===== src/rtl/head_stepper_if.sv =====
// Handshake bundle between the head stepper and its controller: run/period/direction
// requests in, stepped head position with a valid/ready handshake out.
interface head_stepper_if #(
   parameter int N  = 4,
   parameter int PW = 8
);
   logic          en;
   logic [PW-1:0] period;
   logic [1:0]    dir_in;
   logic          dir_valid;
   logic          step_ready;
   logic [N-1:0]  head_x;
   logic [N-1:0]  head_y;
   logic [1:0]    dir_out;
   logic          step_valid;

   modport master (
      output en, period, dir_in, dir_valid, step_ready,
      input  head_x, head_y, dir_out, step_valid
   );

   modport slave (
      input  en, period, dir_in, dir_valid, step_ready,
      output head_x, head_y, dir_out, step_valid
   );
endinterface


===== src/rtl/head_stepper.sv =====
// Moves a head one cell per period on a 2^N x 2^N torus grid; each step is offered
// with step_valid and held until accepted, with non-reversing direction requests.
module head_stepper #(
   parameter int N       = 4,
   parameter int PW      = 8,
   parameter int START_X = 0,
   parameter int START_Y = 0
) (
   input logic           clk,
   input logic           rst,
   head_stepper_if.slave bus
);

   typedef enum logic [1:0] {IDLE, RUN, HOLD} state_t;

   localparam logic [1:0] DIR_RIGHT = 2'd0;
   localparam logic [1:0] DIR_DOWN  = 2'd1;
   localparam logic [1:0] DIR_LEFT  = 2'd2;

   state_t        state, state_nxt;
   logic [PW-1:0] cnt, cnt_nxt, last;
   logic [N-1:0]  x, y, x_nxt, y_nxt;
   logic [1:0]    dir, dir_nxt, pend, pend_nxt;
   logic          counting;
   logic          step;

   // Encoding places opposite directions two apart, so the reverse is a flip of bit 1.
   function automatic logic [1:0] reverse(input logic [1:0] d);
      return d ^ 2'd2;
   endfunction

   always_ff @(posedge clk or posedge rst) begin
      if (rst) begin
         state <= IDLE;
         cnt   <= '0;
         x     <= N'(START_X);
         y     <= N'(START_Y);
         dir   <= DIR_RIGHT;
         pend  <= DIR_RIGHT;
      end else begin
         state <= state_nxt;
         cnt   <= cnt_nxt;
         x     <= x_nxt;
         y     <= y_nxt;
         dir   <= dir_nxt;
         pend  <= pend_nxt;
      end
   end

   // The acceptance edge also counts as a period cycle, so with step_ready held high
   // steps are exactly P cycles apart and period 0/1 steps every cycle.
   always_comb begin
      state_nxt = state;
      cnt_nxt   = cnt;
      x_nxt     = x;
      y_nxt     = y;
      dir_nxt   = dir;
      pend_nxt  = pend;
      step      = 1'b0;
      last      = (bus.period == '0) ? '0 : bus.period - PW'(1);
      counting  = (state == RUN) || (state == HOLD && bus.step_ready);

      if (!bus.en) begin
         state_nxt = IDLE;
      end else begin
         case (state)
            IDLE: state_nxt = RUN;
            RUN, HOLD: begin
               if (counting) begin
                  if (cnt >= last) begin
                     step      = 1'b1;
                     cnt_nxt   = '0;
                     state_nxt = HOLD;
                  end else begin
                     cnt_nxt   = cnt + PW'(1);
                     state_nxt = RUN;
                  end
               end
            end
            default: state_nxt = IDLE;
         endcase
      end

      if (step) begin
         dir_nxt = pend;
         case (pend)
            DIR_RIGHT: x_nxt = x + N'(1);
            DIR_DOWN:  y_nxt = y + N'(1);
            DIR_LEFT:  x_nxt = x - N'(1);
            default:   y_nxt = y - N'(1);
         endcase
      end

      // Reverse check uses the direction in force before this edge's step.
      if (bus.dir_valid && (bus.dir_in != reverse(dir))) begin
         pend_nxt = bus.dir_in;
      end
   end

   assign bus.head_x     = x;
   assign bus.head_y     = y;
   assign bus.dir_out    = dir;
   assign bus.step_valid = (state == HOLD);

endmodule


===== src/flat_wrapper.sv =====
// flat-port wrapper written by rule: the top's interface ports become plain ports
module head_stepper_flat 
#(
   parameter int N       = 4,
   parameter int PW      = 8,
   parameter int START_X = 0,
   parameter int START_Y = 0
)
  (clk, rst, bus_en, bus_period, bus_dir_in, bus_dir_valid, bus_step_ready, bus_head_x, bus_head_y, bus_dir_out, bus_step_valid);
  head_stepper_if #(.N(N), .PW(PW)) bus_i ();
  input logic clk;
  input logic rst;
  input wire logic [$bits(bus_i.en)-1:0] bus_en;
  input wire logic [$bits(bus_i.period)-1:0] bus_period;
  input wire logic [$bits(bus_i.dir_in)-1:0] bus_dir_in;
  input wire logic [$bits(bus_i.dir_valid)-1:0] bus_dir_valid;
  input wire logic [$bits(bus_i.step_ready)-1:0] bus_step_ready;
  output wire logic [$bits(bus_i.head_x)-1:0] bus_head_x;
  output wire logic [$bits(bus_i.head_y)-1:0] bus_head_y;
  output wire logic [$bits(bus_i.dir_out)-1:0] bus_dir_out;
  output wire logic [$bits(bus_i.step_valid)-1:0] bus_step_valid;
  assign bus_i.en = bus_en;
  assign bus_i.period = bus_period;
  assign bus_i.dir_in = bus_dir_in;
  assign bus_i.dir_valid = bus_dir_valid;
  assign bus_i.step_ready = bus_step_ready;
  assign bus_head_x = bus_i.head_x;
  assign bus_head_y = bus_i.head_y;
  assign bus_dir_out = bus_i.dir_out;
  assign bus_step_valid = bus_i.step_valid;
  head_stepper #(.N(N), .PW(PW), .START_X(START_X), .START_Y(START_Y)) u_core (.clk(clk), .rst(rst), .bus(bus_i));
endmodule

===== config.mk =====
export PLATFORM = sky130hd
export DESIGN_NAME = head_stepper_flat
export DESIGN_NICKNAME = d
export VERILOG_FILES = /design/src/rtl/head_stepper_if.sv /design/src/rtl/head_stepper.sv /design/src/flat_wrapper.sv
export SDC_FILE = /design/constraint.sdc
export NUM_CORES = 1
export LEC_CHECK = 0
export CAP_MARGIN = 25
export CORE_MARGIN = 2
export CORE_UTILIZATION = 57
export DETAILED_ROUTE_END_ITERATION = 8
export GPL_TIMING_DRIVEN = 0
export PLACE_DENSITY = 0.92
export SYNTH_ARGS = -nofsm -noshare
export SYNTH_HDL_FRONTEND = slang
export SYNTH_SLANG_ARGS = --single-unit

===== constraint.sdc =====
create_clock -name clk -period 4.5 [get_ports clk]
set_input_delay 0.9 -clock clk [delete_from_list [all_inputs] [get_ports clk]]
set_output_delay 0.9 -clock clk [all_outputs]
set_load 0.02 [all_outputs]

==> summary.txt, run 1 <==
Final layout
  – Ratio of cells with drive above 1 in the final layout: under 10%
  – # diodes: 0
  – Final nets: between 200 and 250
  – Util after Layout: between 70% and 80%
  – Area Growth Syn to Fin: 19.5%

Routing
  – ANT nets after route: 0
  – WL per Instance: 15.0 µm
  – Remaining DRCs: 0
  – Initial drt markers: 36
  – WL final: approximately 3400 µm
  – Via-to-Cell Ratio: 5.96
  – Pre-Repair DR Iteration Count: 4
  – Routed vias: 1354

Worst setup path
  – Critical Path Slowest Stage Cell: clkdlybuf4s50_1
  – Arr. time, crit path: between 3000 and 4000 ps
  – Worst-path cell chain: clkdlybuf4s50_1, inv_1, ha_1, nand2_1, or3_1, and2_1, ha_1, nand2b_4, a2111oi_4, o21ai_2, nand3_1, mux2_2
  – CP Capture Type: flop
  – CP Launch Point: bus_period[0]
  – Worst r2r src: u_core.cnt[0]$_DFFE_PP0P_
  – Critical path class: in -> reg
  – Worst EP required: 4710 ps
  – CP max stage delay: around 450 ps
  – CP Max Fanout: 6
  – Setup crit start kind: input pin
  – Most frequent CP cell: ha_1

Clocking
  – Hold Buf Count CTS: 0
  – CTS H-tree lvls: 1
  – CTS tree: yes
  – Post-CTS Setup Bufs: 0
  – Root Buffer: clkbuf_4
  – Clock Latency Late Sink: between 300 and 400 ps
  – Post_cts resized: 0
  – Clock buffer depth: 2
  – Clock transition at the registers of the reported paths: between 100 and 150 ps
  – CTS sink count: 22
  – CTS buffer count: 3

Floorplan
  – Die area: ~3200 µm²
  – # rows: 19
  – Die Span X: approximately 57 µm
  – Io pins: 26
  – Placeable Area: 2710 µm²
  – Initial Utilization: 59.0%
  – Die H: approximately 57 µm

STA
  – Final hold vios: 0
  – Least-Margin Pin Slew: 844 ps
  – Number of setup violations in the final report: 0
  – RSZ-0062 raised after global routing: no
  – Fin crit period: between 3000 and 4000 ps
  – Final period util: 82.5%
  – Clock skew: between 10 and 15 ps
  – Pins over their slew limit: 0
  – Relative slew slack: between 40% and 50%
  – Setup TNS Final: 0 ps
  – Final WS setup: around 790 ps
  – Max Fclk: between 0.2 and 0.3 GHz

Global route
  – First-pass GRT wire length: between 5000 and 6000 µm
  – Largest net degree at the start of global routing: 23
  – GR Overflow Total: 0
  – Vias in the first global route: roughly 1400
  – Gr usage total: between 20% and 30%
  – Initial antenna violation count: 0

Worst hold path
  – HP Class: reg -> reg
  – Hold Path Origin: u_core.bus.head_x[3]$_DFFE_PP0P_

Synth
  – Synth area leader: dfrtp_1
  – Syn_nets: just over 200
  – Cells after Synth: approximately 170
  – Asr flop ratio synth: 100%
  – Prevailing post-synth register cell: dfrtp_1
  – Syn Std Cell Area: 1600 µm²
  – Synth area leaders: dfrtp_1 (34%), ha_1 (14%), xnor2_1 (5.5%)
  – Ys Warns: 0
  – Synthesized area per cell: 9.51 µm²
  – Register area share after synthesis: roughly 34%
  – Synth top area share: between 30% and 40%
  – Distinct cells, synth: 40
  – #FFs+latches synth: 22
  – EDFF count, synth: 0

Placed design
  – Hpwl dp: about 2600 µm
  – Port Buf Inserts: 25
  – RD Place Congestion: between 0.7 and 0.8
  – Dpl ws: around 450 ps

Flow run
  – Max cap viols: 0

Power
  – Largest vdd supply drop: around 0.0004 V
  – LEAKAGE: between 0.0009 and 0.001 µW
  – Power Density: 436 nW/µm²

Status
  – Outcome: finished, final reports clean
-- final timing paths --
check                                              endpoint  slack [ps]  cells past startpoint
min                        u_core.bus.head_x[3]$_DFFE_PP0P_         470                      1
min reg2reg                u_core.bus.head_x[3]$_DFFE_PP0P_         470                      1
min in group asynchronous         u_core.cnt[4]$_DFFE_PP0P_        1030                      2
max                        u_core.bus.head_y[1]$_DFFE_PP0P_         790                     12
max in group asynchronous         u_core.cnt[6]$_DFFE_PP0P_        2940                      2
max reg2reg                u_core.bus.head_y[1]$_DFFE_PP0P_        2270                      7
-- per-stage QoR --
| step | total power, µW | instance area (µm²) | cells | hold slack (ps) |
|---|---|---|---|---|
| 2_1_floorplan | 595 | 1600 | 168 | 496 |
| 3_3_place_gp | 700 | 1890 | 224 | 457 |
| 3_5_place_dp | 738 | 1890 | 224 | 458 |
| 4_1_cts | 835 | 1910 | 227 | 477 |
| 5_1_grt | 903 | 1910 | 227 | 489 |
| 6_report | 833 | 1910 | 227 | 474 |
-- worst max-delay path, delay by kind of cell --
kind | cells | cell delay, ps
fa+ha+maj | 2 | 480
buf+inv | 2 | 540
compound gates | 2 | 540
simple gates | 5 | 1100
mux | 1 | 370
-- registers in the layout, summed over array words and instances (netlist names) --
signal and count:
u_core.bus.head_x 4, u_core.bus.dir_out 2, u_core.pend 2, u_core.bus.head_y 4
u_core.state 2, u_core.cnt 8
-- cell usage after synthesis, types with 2 or more instances --
| library cell | number |
|---|---|
| xor2_1 | 6 |
| a21oi_1 | 10 |
| nor3_1 | 2 |
| inv_1 | 17 |
| nand2_1 | 15 |
| a21o_1 | 4 |
| mux2i_1 | 3 |
| nor2_1 | 7 |
| dfrtp_1 | 22 |
| xnor2_1 | 10 |
| a31oi_1 | 2 |
| fa_1 | 2 |
| or3_1 | 2 |
| mux2_2 | 3 |
| o21ai_0 | 7 |
| nor4_1 | 3 |
| nand3_1 | 8 |
| nand2b_1 | 5 |
| ha_1 | 18 |
| o22ai_1 | 2 |
-- area by class of cell --
class	instances	area (µm²)
multi-input cells	128	980
repair buffers	25	250
fillers	221	801
flip-flops and latches	22	551
plain buffers	1	3.75
clock buffers	3	22.5
well taps	31	38.8
inverters	17	63.8
-- metal layers --
layer	part of all wire, %	up-vias	wire length, µm	track usage (%)
li1	-	643	-	-
met1	39	660	1340	25.4
met2	53	39	1790	43.7
met3	4.3	12	147	3.63
met4	3.6	0	121	13.6
met5	0	-	0	0
-- kinds of logic after synthesis --
family | synth area share (%)
XOR/XNOR | 8.77
AO/OA/AOI/OAI | 14.6
AND/OR/NAND/NOR | 17.3
adder cells (fa/ha/maj) | 16.6
multiplexers | 3.99
buffers and inverters | 4.23
flip-flops | 34.5
-- cell usage in the layout (no fill, tap or decap), types with 2 or more instances in the layout --
cell / count
clkdlybuf4s50_1: 25
dfrtp_1: 22
ha_1: 18
inv_1: 17
nand2_1: 15
a21oi_1: 10
xnor2_1: 10
nand3_1: 8
nor2_1: 7
o21ai_0: 7
xor2_1: 6
nand2b_1: 5
a21o_1: 4
nor4_1: 3
mux2i_1: 3
mux2_2: 3
clkbuf_4: 3
o22ai_1: 2
or3_1: 2
nor3_1: 2
a31oi_1: 2
fa_1: 2
-- report_power, final --
| group | internal [µW] | switching [µW] |
|---|---|---|
| logic | 205 | 214 |
| registers | 249 | 71.5 |
| clock network | 31.4 | 62.2 |
| total | 486 | 348 |
Power figures use the tool's default switching activity.
==> inputs of run 2 (changes only) <==
--- a/config.mk
+++ b/config.mk
@@ -7,10 +7,10 @@
 export LEC_CHECK = 0
 export CAP_MARGIN = 25
 export CORE_MARGIN = 2
-export CORE_UTILIZATION = 57
+export CORE_UTILIZATION = 48
 export DETAILED_ROUTE_END_ITERATION = 8
 export GPL_TIMING_DRIVEN = 0
-export PLACE_DENSITY = 0.92
+export PLACE_DENSITY = 0.84
 export SYNTH_ARGS = -nofsm -noshare
 export SYNTH_HDL_FRONTEND = slang
 export SYNTH_SLANG_ARGS = --single-unit
==> constraint.sdc (replaced) <==
create_clock -name clk -period 3.4 [get_ports clk]
set_input_delay 0.68 -clock clk [delete_from_list [all_inputs] [get_ports clk]]
set_output_delay 0.68 -clock clk [all_outputs]
set_load 0.02 [all_outputs]
==> summary.txt, run 2 (synthesis gave the netlist of run 1 again) <==
Worst setup path
  – Critical Path Slowest Stage Cell: clkdlybuf4s50_1
  – CP max stage delay: 460 ps (about the same)
  – R2R setup slack: 1190 ps (-1080 ps)
  – CP Max Fanout: 7 (+1)
  – Critical path class: in -> reg
  – Arr. time, crit path: 3520 ps (-400 ps)
  – CP delay by family, top: compound AO/OA/AOI/OAI gates
  – CP Capture Type: flop
  – Buf/Inv on CP: 3 (+1)
  – Worst-path cell chain: clkdlybuf4s50_1, inv_2, ha_4, nand2_2, or3_4, and2_1, ha_1, nand2b_4, a2111oi_4, o21a_2, buf_4, nand2_1, a31oi_1
  – Setup crit start kind: input pin
  – Worst EP required: 3630 ps (-1080 ps)

Clocking
  – Clock transition at the registers of the reported paths: 130 ps (about the same)
  – Clock buffer depth: 2 (unchanged)
  – CTS sink count: 22 (unchanged)
  – Clock Latency Late Sink: 310 ps (about the same)
  – CTS buffer count: 3 (unchanged)
  – Hold Buf Count CTS: 0 (unchanged)
  – Root Buffer: clkbuf_4
  – CTS tree: yes
  – CTS H-tree lvls: 1 (unchanged)

Power
  – Total power draw: 1180 µW (+41%)
  – Comb power frac: 47.2% (-3.1 points)
  – Power Density: 580 nW/µm² (+33%)
  – Largest vdd supply drop: 0.000399 V (-3.0%)
  – Sequential Power Share: 35.9% (-2.6 points)
  – Pint: 724 µW (+49%)
  – Switch Pwr: 455 µW (+31%)
  – Clock share of power: 16.9% (+5.7 points)
  – LEAKAGE: 0.000991 µW (+6.7%)
  – Net Sw Frac: 38.6% (-3.1 points)

Placed design
  – Port Buf Inserts: 25 (unchanged)
  – Hpwl dp: 2320 µm (-12%)
  – DP Area: 1900 µm² (+0.86%)
  – RD Place Congestion: 0.757 (-3.4%)
  – Placed Instances: 237 (+5.8%)

Global route
  – GR Overflow Total: 0 (unchanged)
  – Vias in the first global route: 1258 (-12%)
  – Initial antenna violation count: 0 (unchanged)
  – Largest net degree at the start of global routing: 23 (unchanged)
  – Gr usage total: 18.1% (-5.6 points)
  – First-pass GRT wire length: 5230 µm (-12%)

STA
  – Final hold slack: 482 ps (+7.33 ps)
  – Setup TNS Final: 0 ps (unchanged)
  – Least-Margin Pin Slew: 836 ps (-8.28 ps)
  – Number of setup violations in the final report: 0 (unchanged)
  – Fin crit period: 3290 ps
  – Final hold vios: 0 (unchanged)
  – Relative slew slack: 44.2% (+0.55 points)
  – Pins over their slew limit: 0 (unchanged)
  – Final period util: between 90% and 100%
  – Clock skew: 13.4 ps (+1.94 ps)
  – Max Fclk: slightly above 0.3 GHz

Routing
  – Pre-Repair DR Iteration Count: 4 (unchanged)
  – WL per Instance: 13.2 µm (-12%)
  – Routed vias: 1308 (-3.4%)
  – ANT nets after route: 0 (unchanged)
  – WL final: 3220 µm (-5.3%)
  – Initial drt markers: 38 (+5.6%)
  – Remaining DRCs: 0 (unchanged)
  – Via-to-Cell Ratio: 5.36 (-10%)

Floorplan
  – Placeable Area: 3100 µm² (+14%)
  – Die H: 61.7 µm (+8.3%)
  – Io pins: 26 (unchanged)
  – Initial Utilization: 51.5% (-7.5 points)
  – Die area: 3810 µm² (+17%)
  – # rows: 20 (+1)
  – Die Span X: 61.7 µm (+8.3%)

Final layout
  – Most frequent cells in the layout: clkdlybuf4s50_1 (22), dfrtp_1 (22), ha_1 (17)
  – Max reg flops: 8 (unchanged)
  – Design Area, Final: 2030 µm² (+6.4%)
  – Register name with the most flops: u_core.cnt
  – # diodes: 0 (unchanged)
  – Ratio of cells with drive above 1 in the final layout: 13.5% (+6.4 points)
  – Final nets: 236 (+1.3%)
  – Post-route insts no fill: 244 (+7.5%)
  – Area Growth Syn to Fin: 27.1%

Worst hold path
  – HP Class: reg -> reg

Status
  – Outcome: finished, final reports clean

Flow run
  – Max cap viols: 0 (unchanged)
==> run 2: metrics by stage <==
stage               util, %  worst slack (ps)
detailed placement     61.3              -429
CTS                    63.7              27.3
global route           65.4             -5.02
finish                 65.4               105
global placement       61.3              -392
floorplan                 -               304
==> run 2: worst paths after layout <==
kind	depth (start not counted)	endpoint	from
max	13	u_core.cnt[2]$_DFFE_PP0P_	bus_period[1]
min	1	u_core.bus.head_y[3]$_DFFE_PP0P_	u_core.bus.head_y[3]$_DFFE_PP0P_
max reg2reg	8	u_core.cnt[2]$_DFFE_PP0P_	u_core.cnt[0]$_DFFE_PP0P_
min reg2reg	1	u_core.bus.head_y[3]$_DFFE_PP0P_	u_core.bus.head_y[3]$_DFFE_PP0P_
max in group asynchronous	2	u_core.bus.dir_out[1]$_DFFE_PP0P_	rst
min in group asynchronous	2	u_core.bus.head_y[1]$_DFFE_PP0P_	rst
==> run 2: power by group through the flow <==
stage          Clock, µW  Combinational, µW  Sequential (µW)
6_report             199                556              424
5_1_grt              211                618              436
4_1_cts              202                546              423
3_5_place_dp           0                530              426
3_3_place_gp           0                515              423
2_1_floorplan          0                341              447
==> run 2: timing repair <==
item,CTS,global route
gates cloned,0,0
gates resized for setup,3,11
pin swaps,2,5
endpoints found under the setup margin,5,8
setup buffers,1,2
==> run 2: routing by layer <==
| metal | vias to the layer above | track usage [%] | wire length, µm |
|---|---|---|---|
| li1 | 648 | - | - |
| met1 | 623 | 23.9 | 1410 |
| met2 | 33 | 31.6 | 1640 |
| met3 | 4 | 1.45 | 137 |
| met4 | 0 | 5.47 | 25 |
| met5 | - | 0 | 0 |
==> run 2: cell type report <==
cell class              instances  area, µm²
repair buffers                 28        280
flip-flops and latches         22        551
clock inverters                 1       30.0
plain buffers                   1       3.75
inverters                      17       63.8
well taps                      44       55.1
fillers                       274       1070
clock buffers                   3       22.5
multi-input cells             128       1020
